File: config.mk
export PLATFORM = sky130hd
export DESIGN_NAME = alu_issue
export DESIGN_NICKNAME = d
export VERILOG_FILES = /design/src/rtl/alu_issue.sv
export SDC_FILE = /design/constraint.sdc
export NUM_CORES = 2
export LEC_CHECK = 0
export CORE_UTILIZATION = 35
export CTS_BUF_LIST = sky130_fd_sc_hd__clkbuf_8 sky130_fd_sc_hd__clkbuf_16
export CTS_CLUSTER_DIAMETER = 200
export DETAILED_ROUTE_END_ITERATION = 12
export HOLD_SLACK_MARGIN = 0.15
export PLACE_DENSITY_LB_ADDON = 0.25
export SLEW_MARGIN = 0
export SYNTH_ARGS = -nofsm -noshare
export SYNTH_HDL_FRONTEND = slang
export SYNTH_SLANG_ARGS = --single-unit
File: constraint.sdc
create_clock -name clk -period 11.3 [get_ports clk]
set_input_delay 2.26 -clock clk [delete_from_list [all_inputs] [get_ports clk]]
set_output_delay 2.26 -clock clk [all_outputs]
set_load 0.05 [all_outputs]
File: src/rtl/alu_issue.sv
// alu_issue: single-issue front end for MIPS R-type words. It owns a 32x32
// register file, hands R[rs]/R[rt]/shamt/funct to an external ALU, waits a
// fixed ALU_LAT cycles and writes the result back to R[rd]. One instruction
// is in flight at a time, so no forwarding is needed.
module alu_issue #(
    parameter int ALU_LAT = 1
) (
    input  logic        clk,
    input  logic        rst_n,
    input  logic        instr_valid,
    input  logic [31:0] instr,
    output logic        instr_ready,
    input  logic        ld_en,
    input  logic [4:0]  ld_addr,
    input  logic [31:0] ld_data,
    output logic [31:0] alu_a,
    output logic [31:0] alu_b,
    output logic [4:0]  alu_shamt,
    output logic [5:0]  alu_funct,
    output logic        alu_valid,
    input  logic [31:0] alu_out,
    output logic        wb_en,
    output logic [4:0]  wb_addr,
    output logic [31:0] wb_data,
    input  logic [4:0]  dbg_addr,
    output logic [31:0] dbg_data,
    output logic [7:0]  ill_cnt
);

    typedef enum logic [1:0] {
        IDLE = 2'd0,
        EXEC = 2'd1,
        WAIT = 2'd2,
        WB   = 2'd3
    } state_t;

    // WAIT spans ALU_LAT-1 cycles; the counter is loaded with one less than that.
    localparam int         WAIT_CYC  = (ALU_LAT > 1) ? ALU_LAT - 2 : 0;
    localparam logic [1:0] WAIT_INIT = 2'(WAIT_CYC);

    state_t      state_q;
    logic [1:0]  wait_cnt_q;
    logic [31:0] rf_q [32];
    logic [31:0] alu_a_q;
    logic [31:0] alu_b_q;
    logic [4:0]  alu_shamt_q;
    logic [5:0]  alu_funct_q;
    logic        alu_valid_q;
    logic [4:0]  rd_q;
    logic [7:0]  ill_cnt_q;
    logic [7:0]  ill_cnt_d;

    logic [5:0]  instr_op;
    logic [4:0]  instr_rs;
    logic [4:0]  instr_rt;
    logic [4:0]  instr_rd;
    logic [4:0]  instr_shamt;
    logic [5:0]  instr_funct;
    logic        is_idle;
    logic        accept;
    logic        legal_accept;
    logic        illegal_accept;
    logic [31:0] rs_data;
    logic [31:0] rt_data;
    logic [31:0] wb_hit;
    logic [31:0] ld_hit;

    assign instr_op    = instr[31:26];
    assign instr_rs    = instr[25:21];
    assign instr_rt    = instr[20:16];
    assign instr_rd    = instr[15:11];
    assign instr_shamt = instr[10:6];
    assign instr_funct = instr[5:0];

    assign is_idle        = (state_q == IDLE);
    assign instr_ready    = is_idle & rst_n;
    assign accept         = instr_valid & instr_ready;
    assign legal_accept   = accept & (instr_op == 6'd0);
    assign illegal_accept = accept & (instr_op != 6'd0);

    // R0 always reads as zero regardless of the flop contents.
    assign rs_data  = (instr_rs == 5'd0) ? 32'd0 : rf_q[instr_rs];
    assign rt_data  = (instr_rt == 5'd0) ? 32'd0 : rf_q[instr_rt];
    assign dbg_data = (dbg_addr == 5'd0) ? 32'd0 : rf_q[dbg_addr];

    assign ill_cnt_d = (ill_cnt_q == 8'hFF) ? ill_cnt_q : ill_cnt_q + 8'd1;

    // Writeback is driven straight from the ALU result during the WB cycle;
    // rst_n gates it so an abandoned instruction never shows a strobe.
    assign wb_en   = (state_q == WB) && (rd_q != 5'd0) && rst_n;
    assign wb_addr = wb_en ? rd_q : 5'd0;
    assign wb_data = wb_en ? alu_out : 32'd0;

    assign alu_a     = alu_a_q;
    assign alu_b     = alu_b_q;
    assign alu_shamt = alu_shamt_q;
    assign alu_funct = alu_funct_q;
    assign alu_valid = alu_valid_q;
    assign ill_cnt   = ill_cnt_q;

    // Decode one-hot write enables; loads only land while idle, never on R0.
    always_comb begin
        wb_hit = '0;
        ld_hit = '0;
        if (wb_en) begin
            wb_hit[wb_addr] = 1'b1;
        end
        if (ld_en && is_idle && (ld_addr != 5'd0)) begin
            ld_hit[ld_addr] = 1'b1;
        end
    end

    // Issue sequencer: capture operands on accept, then EXEC -> (WAIT) -> WB.
    always_ff @(posedge clk) begin
        if (!rst_n) begin
            state_q     <= IDLE;
            wait_cnt_q  <= 2'd0;
            alu_a_q     <= 32'd0;
            alu_b_q     <= 32'd0;
            alu_shamt_q <= 5'd0;
            alu_funct_q <= 6'd0;
            alu_valid_q <= 1'b0;
            rd_q        <= 5'd0;
            ill_cnt_q   <= 8'd0;
        end else begin
            alu_valid_q <= 1'b0;
            case (state_q)
                IDLE: begin
                    if (legal_accept) begin
                        alu_a_q     <= rs_data;
                        alu_b_q     <= rt_data;
                        alu_shamt_q <= instr_shamt;
                        alu_funct_q <= instr_funct;
                        rd_q        <= instr_rd;
                        alu_valid_q <= 1'b1;
                        state_q     <= EXEC;
                    end else if (illegal_accept) begin
                        ill_cnt_q <= ill_cnt_d;
                    end
                end
                EXEC: begin
                    if (ALU_LAT > 1) begin
                        state_q    <= WAIT;
                        wait_cnt_q <= WAIT_INIT;
                    end else begin
                        state_q <= WB;
                    end
                end
                WAIT: begin
                    if (wait_cnt_q == 2'd0) begin
                        state_q <= WB;
                    end else begin
                        wait_cnt_q <= wait_cnt_q - 2'd1;
                    end
                end
                WB: begin
                    state_q <= IDLE;
                end
                default: begin
                    state_q <= IDLE;
                end
            endcase
        end
    end

    // Register file: one flop word per register, written by WB or by a preload.
    for (genvar gi = 0; gi < 32; gi++) begin : g_rf
        always_ff @(posedge clk) begin
            if (!rst_n) begin
                rf_q[gi] <= 32'd0;
            end else if (wb_hit[gi]) begin
                rf_q[gi] <= alu_out;
            end else if (ld_hit[gi]) begin
                rf_q[gi] <= ld_data;
            end
        end
    end

endmodule

==> reports/qor.txt <==
Synth top area share: 44.00%
Most numerous cell in the Yosys netlist: edfxtp_1
Post-CTS Hold Buffers: 0
Post-CTS Setup Inserts: 0
ANT nets after route: 0
Num rows: 163
Worst r2r path cells: 7
Reg power frac: 44.7%
Yosys cell types: 62
Combinational fraction of design power: 15.1%
GR Util met2: 50.12%
First-pass GRT wire length: 473900 µm
Post-synth EDFFs: 1024
Count of pins over their slew limit: 34
Peak Freq: 119.8 MHz
Core area: 0.1978 mm²
HPWL after DPL: 198400 µm
Final Hold Fails: 0
Largest net degree at the start of global routing: 123
Post-synthesis cell count: 4713
Worst Tran Pin Value: 1.549 ns
Clk pwr share: 40.2%
Crit path from: dbg_addr[0]
Via count: 56100
Fin crit share: 73.85%
Async set-reset flop share out of synthesis: 0%
Top cells by count, synth: 1024 x edfxtp_1, 1010 x a22o_1, 729 x mux4_2, 434 x clkbuf_1, 294 x mux2i_1
Vias in the first global route: 53370
Clk_lat worst skew: 0.81 ns
Worst reg2reg setup slack: 5.86 ns
Initial Util: 35.33%
Arrival time at the worst endpoint: 6.09 ns
P_leak: 27.57 nW
WHS Path Cells: 2
CTS buffer count: 132
Busiest metal layer after global routing: met2
CP top delay family: buffers and inverters
Clk buf depth: 3
# IOs: 265
Number of DRC markers in iteration 0: 10280
Synth Warn #: 0
WL per Instance: 48.06 µm
Critical R2R Capture: rf_q[8][29]
Top cell type by total area after synthesis: edfxtp_1
NetSw: 0.003031 W
Register area share after synthesis: 46.67%
FF-to-FF Start: state_q[0]
Crit end category: primary output
M1 GR Usage: 41.58%
# nets final: 4786
H-tree depth: 4
Final GP Congestion: 0.9143
HP Start: alu_shamt[3]
Switch share: 28.20%
Type of the most critical hold path: flop to flop
Aggregate global-route resource usage: 34.53%
Headroom to the max-slew limit: -3.639%
Clock slew at the register clock pins of the worst setup and hold paths: 0.05 ns
Max Cap Violations: 2
Seq cells post-synth: 1117
DRC: 0
Worst path cell trace: buf_8 > buf_4 > mux4_2 > mux2i_1 > o22a_1 > o221ai_1 > buf_4 > clkdlybuf4s50_1
Area growth, synth to finish: 13.97%
Height of the die: 448.8 µm
Die footprint: 0.2015 mm²
Crit path kind: input port to primary output
Top FF cell, synth: edfxtp_1
Unrepaired setup endpoints after global routing: false
Final setup violating endpoints: 0
Vias/cell: 7.538
Setup tns final: 0 ns
Total wire length: 357700 µm
Power, Total: 0.01075 W
Synth area leaders: edfxtp_1 44%, mux4_2 23%, a22o_1 13%
Share of cells above drive strength 1: 28.50%
Mapped Area: 0.06988 mm²
Crit path top cell by count: buf_4
Clock Skews: 0.03482 ns
Critical Path Max Stage Delay: 0.70 ns
Root Buffer: clkbuf_16
VDD IR max: 0.0001708 V
Worst Hold Path EP: alu_shamt[3]
Failing checks: max-capacitance violations, max-slew violations
Cell area power density: 134.9 mW/mm²
Fin crit period: 8.346 ns
DR pass1 iterations: 6
CTS tree: built
Initial antenna violation count: 33
Worst-path fanout max: 53
Avg Inst Size Synth: 14.83 µm²
Die Width: 448.8 µm
Num Clock Sinks: 1117
# resized after CTS: 0
Internal: 0.007715 W
M3 GR Usage: 13.76%
I/O Buffers: 264
Fill cells: 18010
Total gr overflow: 0
Worst path bufs/invs: 4
Status: finished, violations left
Startpoint types: input port
Slowest cell on crit path: clkdlybuf4s50_1
Crit path required time: 9.04 ns
-- state kept, by name (all words and copies together), names as in the netlist --
| name | flops |
|---|---|
| alu_valid | 1 |
| alu_funct | 6 |
| state_q | 2 |
| alu_b | 32 |
| ill_cnt | 8 |
| rd_q | 5 |
| alu_a | 32 |
| alu_shamt | 5 |
| wait_cnt_q | 2 |
| rf_q | 1024 |
-- how the worst max path moves through the flow --
| stage | slack [ns] | end | cells past startpoint |
|---|---|---|---|
| 3_5_place_dp | 3.04 | dbg_data[22] | 7 |
| 5_1_grt | 2.83 | dbg_data[9] | 8 |
| 6_report | 2.95 | dbg_data[9] | 8 |
| 3_3_place_gp | 3.02 | dbg_data[6] | 6 |
| 4_1_cts | 3.04 | dbg_data[22] | 7 |
| 2_1_floorplan | 4.76 | dbg_data[21] | 5 |
-- layout make-up --
type | instances | area (µm²) | area share [%]
inverter | 11 | 43.79 | 0.05498
tap | 2640 | 3303 | 4.147
clock buffer | 152 | 3657 | 4.592
clock inverter | 86 | 553.0 | 0.6944
sequential | 1117 | 32610 | 40.95
timing repair buffer | 492 | 4461 | 5.601
multi-input combinational | 2917 | 34950 | 43.88
antenna | 27 | 67.56 | 0.08483
-- cell families (layout without fill, tap and decap cells) --
family                   count (synthesis)  count (layout)  share of synthesized area [%]
multiplexers                          1100            1100                          28.95
flip-flops                            1117            1117                          46.67
buffers and inverters                  710             741                          4.320
adder cells (fa/ha/maj)                  5               5                        0.08952
XOR/XNOR                                 1               1                        0.01254
AO/OA/AOI/OAI                         1387            1387                          16.77
other                                    1              59                       0.005366
AND/OR/NAND/NOR                        392             392                          3.187
-- metal layers --
metal,up-vias,wire [µm]
met5,-,212
met3,1408,54420
li1,20140,-
met2,5689,153200
met4,28,30290
met1,28830,119500
-- metrics by stage --
stage / area, µm² / utilization, % / cells / setup WS, ns / hold WS, ns
floorplan: 70000 / - / 4744 / 4.758 / 0.4781
global placement: 75370 / 38.10 / 7177 / 3.023 / 0.4412
detailed placement: 75370 / 38.10 / 7177 / 3.043 / 0.4483
CTS: 79580 / 40.23 / 7415 / 3.043 / 0.4538
global route: 79600 / 40.24 / 7423 / 2.831 / 0.4695
finish: 79650 / 40.26 / 7442 / 2.954 / 0.4542
-- tightest hold or removal path, cell delays in order (launching register included) --
cell	delay (ns)
dfxtp_1	0.30
nand2_1	0.05
a21oi_1	0.05
-- power by group through the flow --
stage	clock, W	sequential (W)	combinational, W
6_report	0.00432	0.00480	0.00162
3_5_place_dp	0	0.00487	0.00157
2_1_floorplan	0	0.00483	0.000985
3_3_place_gp	0	0.00487	0.00157
4_1_cts	0.00432	0.00479	0.00158
5_1_grt	0.00447	0.00481	0.00164
-- cells in the final DEF, fill, tap and decap left out, drive strengths merged, types with 21 or more instances in the layout --
| master | count |
|---|---|
| buf | 239 |
| clkinv | 41 |
| dfxtp | 93 |
| a22oi | 94 |
| o211ai | 62 |
| nor2 | 66 |
| a22o | 1010 |
| mux2i | 294 |
| clkbuf | 152 |
| clkdlybuf4s50 | 253 |
| edfxtp | 1024 |
| o22a | 32 |
| nor3 | 53 |
| o2bb2ai | 23 |
| nand3 | 32 |
| a21oi | 37 |
| a32oi | 21 |
| a211o | 24 |
| o221ai | 32 |
| mux2 | 77 |
| conb | 32 |
| nand2 | 92 |
| diode | 27 |
| o21ai | 21 |
| mux4 | 729 |
| inv | 46 |
| and2 | 39 |
Power figures use the tool's default switching activity.
